## src/rtl/hdlc_tx_frame_ctrl.sv

```systemverilog
// hdlc_tx_frame_ctrl: HDLC transmit sequencer (flags, zero-bit insertion, abort pattern)
// All serial activity advances on tx_bit_en; buffer bytes arrive one cycle after rd_en_o.
module hdlc_tx_frame_ctrl #(
  parameter int MAX_LEN = 128
) (
  input  logic       clk_i,
  input  logic       rst_i,
  input  logic       tx_bit_en,
  input  logic       txen,
  input  logic       start_i,
  input  logic [7:0] frame_len_i,
  input  logic       abort_i,
  output logic       rd_en_o,
  input  logic [7:0] rd_data_i,
  output logic       tx,
  output logic       frame,
  output logic       abortframe,
  output logic       txdone,
  output logic       aborted_o,
  output logic       err_o,
  output logic       busy_o
);
  typedef enum logic [2:0] {IDLE, OPEN_FLAG, DATA, CLOSE_FLAG, ABORT} state_t;
  localparam logic [7:0] FLAG = 8'h7E;
  localparam logic [7:0] ABT  = 8'h7F;
  localparam logic [7:0] MAX  = 8'(MAX_LEN);
  state_t     state, state_n;
  logic [3:0] idx, idx_n;
  logic [2:0] ones, ones_n, ones_inc;
  logic [7:0] left, left_n, hold;
  logic       cap, abort_pend, abort_n;
  logic       tx_n, frame_n, abortframe_n, txdone_n, aborted_n, err_n, rd_en_n;
  logic       data_bit, stuff, byte_end, in_frame, kill;
  assign busy_o = state != IDLE;
  always_comb begin
    state_n      = state;
    idx_n        = idx;
    ones_n       = ones;
    left_n       = left;
    abort_n      = abort_pend;
    tx_n         = tx;
    frame_n      = frame;
    abortframe_n = abortframe;
    txdone_n     = 1'b0;
    aborted_n    = 1'b0;
    err_n        = 1'b0;
    rd_en_n      = 1'b0;
    data_bit     = hold[idx[2:0]];
    ones_inc     = data_bit ? ones + 3'd1 : 3'd0;
    stuff        = ones == 3'd5;
    // idx 8 marks "all data bits sent, stuff bit still owed"
    byte_end     = stuff ? idx == 4'd8 : (idx == 4'd7 && ones_inc != 3'd5);
    in_frame     = state inside {OPEN_FLAG, DATA, CLOSE_FLAG};
    kill         = in_frame && (abort_pend || !txen);
    if (in_frame && abort_i) abort_n = 1'b1;
    if (state == IDLE) begin
      if (start_i && txen) begin
        err_n   = frame_len_i == 8'd0 || frame_len_i > MAX;
        state_n = err_n ? IDLE : OPEN_FLAG;
        idx_n   = 4'd0;
        left_n  = err_n ? left : frame_len_i;
      end
    end else if (tx_bit_en) begin
      if (kill) begin
        state_n      = ABORT;
        idx_n        = 4'd1;
        tx_n         = ABT[0];
        frame_n      = 1'b0;
        abortframe_n = 1'b1;
        abort_n      = 1'b0;
      end else case (state)
        OPEN_FLAG: begin
          tx_n    = FLAG[idx[2:0]];
          frame_n = 1'b1;
          idx_n   = idx == 4'd7 ? 4'd0 : idx + 4'd1;
          rd_en_n = idx == 4'd7;
          state_n = idx == 4'd7 ? DATA : OPEN_FLAG;
          ones_n  = 3'd0;
        end
        DATA: begin
          tx_n   = stuff ? 1'b0 : data_bit;
          ones_n = stuff ? 3'd0 : ones_inc;
          idx_n  = stuff ? idx : idx + 4'd1;
          if (byte_end) begin
            idx_n   = 4'd0;
            state_n = left == 8'd1 ? CLOSE_FLAG : DATA;
            left_n  = left == 8'd1 ? left : left - 8'd1;
            rd_en_n = left != 8'd1;
          end
        end
        CLOSE_FLAG: begin
          tx_n     = idx == 4'd8 ? 1'b1 : FLAG[idx[2:0]];
          idx_n    = idx == 4'd8 ? 4'd0 : idx + 4'd1;
          frame_n  = idx != 4'd8;
          txdone_n = idx == 4'd8;
          state_n  = idx == 4'd8 ? IDLE : CLOSE_FLAG;
          abort_n  = idx == 4'd8 ? 1'b0 : abort_n;
        end
        default: begin
          tx_n         = idx == 4'd8 ? 1'b1 : ABT[idx[2:0]];
          idx_n        = idx == 4'd8 ? 4'd0 : idx + 4'd1;
          abortframe_n = idx != 4'd8;
          aborted_n    = idx == 4'd8;
          state_n      = idx == 4'd8 ? IDLE : ABORT;
        end
      endcase
    end
  end
  always_ff @(posedge clk_i or posedge rst_i) begin
    if (rst_i) begin
      state      <= IDLE;
      idx        <= '0;
      ones       <= '0;
      left       <= '0;
      hold       <= '0;
      cap        <= 1'b0;
      abort_pend <= 1'b0;
      tx         <= 1'b1;
      frame      <= 1'b0;
      abortframe <= 1'b0;
      txdone     <= 1'b0;
      aborted_o  <= 1'b0;
      err_o      <= 1'b0;
      rd_en_o    <= 1'b0;
    end else begin
      state      <= state_n;
      idx        <= idx_n;
      ones       <= ones_n;
      left       <= left_n;
      abort_pend <= abort_n;
      tx         <= tx_n;
      frame      <= frame_n;
      abortframe <= abortframe_n;
      txdone     <= txdone_n;
      aborted_o  <= aborted_n;
      err_o      <= err_n;
      rd_en_o    <= rd_en_n;
      cap        <= rd_en_o;
      if (cap) hold <= rd_data_i;
    end
  end
endmodule

```

## config.mk

```make
export PLATFORM = sky130hd
export DESIGN_NAME = hdlc_tx_frame_ctrl
export DESIGN_NICKNAME = d
export VERILOG_FILES = /design/src/rtl/hdlc_tx_frame_ctrl.sv
export SDC_FILE = /design/constraint.sdc
export NUM_CORES = 1
export LEC_CHECK = 0
export CELL_PAD_IN_SITES_DETAIL_PLACEMENT = 0
export CELL_PAD_IN_SITES_GLOBAL_PLACEMENT = 1
export CORE_MARGIN = 4
export CORE_UTILIZATION = 46
export DETAILED_ROUTE_END_ITERATION = 16
export PLACE_DENSITY = 0.87
export SETUP_SLACK_MARGIN = 0.02
export SYNTH_ARGS = -nofsm -noshare
export SYNTH_HDL_FRONTEND = slang
export SYNTH_SLANG_ARGS = --single-unit
export TNS_END_PERCENT = 30
```

## constraint.sdc

```tcl
create_clock -name clk_i -period 3.07 [get_ports clk_i]
set_input_delay 0.307 -clock clk_i [delete_from_list [all_inputs] [get_ports clk_i]]
set_output_delay 0.307 -clock clk_i [all_outputs]
set_load 0.01 [all_outputs]
```

==> summary.md <==
| Metric | Value |
|---|---|
| Syn Nets | `270` |
| Synthesized instance count | `241` |
| Worst hold path class | `register to register` |
| Crit path DAT | `2.58 ns` |
| Most numerous cell in the Yosys netlist | `dfrtp_1` |
| Critical Path Sink Type | `register` |
| Gr usage total | `0.177` |
| GP Congestion | `0.833` |
| Post-Layout Cell Count | `336` |
| Pwr dens | `723 mW/mm2` |
| PnR worst setup slack | `0.664 ns` |
| Slew HR | `0.535` |
| CP Max Fanout | `10` |
| Ports | `30` |
| Critical path data required time | `3.24 ns` |
| Dominant synthesized flop cell | `dfrtp_1` |
| Post-synth ARST share | `1.00` |
| Synth Register Bits | `35` |
| Post-route setup TNS | `0 ns` |
| Top cell type by total area after synthesis | `dfrtp_1` |
| Leakage Power | `0.00111 uW` |
| Worst slew pin tran | `0.696 ns` |
| TritonCTS clock tree | `yes` |
| CP max-delay cell | `dfrtp_1` |
| CTS Sinks | `35` |
| First DRT Iteration DRCs | `101` |
| First-pass GRT wire length | `8.66 mm` |
| Post-synth EDFFs | `0` |
| Commonest cells in the netlist | `dfrtp_1 (34), nand2_1 (22), nor2_1 (17)` |
| Detail Route Antenna Nets | `0` |
| Syn_area_per_cell | `9.41 um2` |
| Final Hold Vio Count | `0` |
| Maximum vdd drop | `0.000280 V` |
| Die height | `78.2 um` |
| Die X-Extent | `78.2 um` |
| RSZ-0062 raised after global routing | `no` |
| Combinational family with the most area after synthesis | `compound AO/OA/AOI/OAI gates` |
| Share of layout cells above drive strength 1 | `0.130` |
| IO buf count | `29` |
| Core area | `0.00475 mm2` |
| CTS H-tree lvls | `2` |
| Mapped Area | `0.00227 mm2` |
| Total power | `1950 uW` |
| Remaining Overflow, GRT | `0` |
| Die ar. | `0.00612 mm2` |
| Place WS | `0.567 ns` |
| Mux cell area share after synthesis | `0.0745` |
| Crit path kind | `register to register` |
| Ant diodes | `0` |
| Ys Warns | `0` |
| CTS Buffer Depth | `2` |
| Clk pin slew, worst setup/hold paths | `0.08 ns` |
| Post-synthesis compound-gate area fraction | `0.242` |
| DRC | `0` |
| F_max | `416 MHz` |
| Outcome | `complete, no violations` |
| Final HPWL DP | `3.72 mm` |
| Vias in the first global route | `1797` |
| Setup repair bufs after CTS | `0` |
| Post_cts resized | `0` |
| Crit path largest cell delay | `0.52 ns` |
| Placed cells | `328` |
| CP Cell Sequence | `inv_1 > ha_1 > and3b_1 > mux2_2 > o31ai_4 > a211o_1 > o22a_1` |
| Vias | `1929` |
| Routed len/inst | `15.3 um` |
| Worst-skew pair later-pin latency | `0.29 ns` |
| Area growth from synthesis to layout | `19.2%` |
| Vias per inst | `5.74` |
| Area share of the largest cell type after synthesis | `0.375` |
| Final worst-path cycle share | `0.784` |
| Initial antenna violation count | `0` |
| Max Slew Vio Count | `0` |
| First drt pass iteration count | `5` |
| Sequential-to-total area share from yosys stat | `0.387` |
| Filler cell count | `428` |
| Hold bufs inserted after CTS | `0` |
| Count of cell types in the netlist | `59` |
| Final wirelength | `5.13 mm` |
| Final Net Count | `297` |
| Startpoint Class | `register` |
| Largest net degree at the start of global routing | `24` |
| Main area contributors after synthesis | `dfrtp_1 (38%), mux2_2 (5.0%), ha_1 (3.9%)` |
| Finish-stage setup viols | `0` |
| Max cap viols | `0` |
| Final min period | `2.41 ns` |
| CTS buffer count | `5` |
| Num rows | `25` |
| Simple-gate portion of the synthesized area | `0.194` |
| Clock Skews | `0.00648 ns` |
| XOR/XNOR Fraction of Synth Area | `0.0116` |
| Initial core utilization | `0.477` |
| Post-Synth Adder-Cell Area | `0.0386` |
| CTS root buf | `clkbuf_8` |
==> worst max-delay path: cells and delay by family, from the launching register on <==
| kind | cells | cell delay (ns) |
|---|---|---|
| flops | 1 | 0.52 |
| mux | 1 | 0.27 |
| simple gates | 1 | 0.39 |
| fa+ha+maj | 1 | 0.18 |
| compound gates | 3 | 0.83 |
| buf+inv | 1 | 0.11 |
==> state kept, by name (all words and copies together), names as in the netlist <==
| register | cells |
|---|---|
| hold | 8 |
| left | 8 |
| idx | 4 |
| ones | 3 |
| state | 3 |
| abort_pend | 1 |
| aborted_o | 1 |
| abortframe | 1 |
| cap | 1 |
| err_o | 1 |
| frame | 1 |
| rd_en_o | 1 |
| tx | 1 |
| txdone | 1 |
==> per-stage QoR <==
step | cell area [um2] | hold WS (ns) | utilization
global route | 2700 | 0.435 | 0.568
CTS | 2700 | 0.408 | 0.568
global placement | 2590 | 0.379 | 0.545
floorplan | 2270 | 0.416 | -
finish | 2700 | 0.404 | 0.568
detailed placement | 2590 | 0.378 | 0.545
==> cells by family after synthesis <==
kind of cell,after synthesis
AND/OR/NAND/NOR,82
AO/OA/AOI/OAI,76
flip-flops,35
buffers and inverters,23
multiplexers,15
adder cells (fa/ha/maj),7
XOR/XNOR,3
==> path summary, 6_finish.rpt <==
| check | slack, ns | endpoint | start | depth (start not counted) |
|---|---|---|---|---|
| max in group asynchronous | 1.89 | tx | rst_i | 3 |
| worst min-delay path | 0.40 | cap | rd_en_o | 0 |
| worst max-delay path | 0.66 | left[2] | idx[0] | 7 |
| worst min register to register | 0.40 | cap | rd_en_o | 0 |
| worst max register to register | 0.66 | left[2] | idx[0] | 7 |
| min in group asynchronous | 0.42 | hold[0] | rst_i | 2 |
==> cell type report <==
| cell class | instances | area, um2 | area share |
|---|---|---|---|
| clock buffers | 5 | 68.8 | 0.0255 |
| clock inverters | 3 | 43.8 | 0.0162 |
| inverters | 10 | 37.5 | 0.0139 |
| multi-input cells | 183 | 1270 | 0.470 |
| flip-flops and latches | 35 | 877 | 0.325 |
| well taps | 67 | 83.8 | 0.0310 |
| repair buffers | 33 | 320 | 0.119 |
==> cells in the final DEF (no fill, tap or decap), types with 7 or more instances in the layout <==
| cell | n |
|---|---|
| a21oi_1 | 11 |
| clkdlybuf4s50_1 | 29 |
| dfrtp_1 | 34 |
| ha_1 | 7 |
| inv_1 | 9 |
| mux2_2 | 10 |
| nand2_1 | 22 |
| nor2_1 | 17 |
| nor3_1 | 7 |
| o21ai_0 | 10 |
| o21ai_1 | 8 |
==> power by group <==
part | total (uW) | switching, uW | leakage, uW | internal [uW]
clock | 420 | 178 | 0.0000581 | 242
combinational | 777 | 430 | 0.000604 | 347
sequential | 758 | 179 | 0.000450 | 579
==> routing by layer <==
metal	vias to the layer above	GRT usage	routed length [um]
li1	945	-	-
met1	916	0.247	2480
met2	62	0.273	2360
met3	6	0.0344	226
met4	0	0.0594	73
met5	-	0	0
No activity file was read; power rests on OpenSTA's default activity.
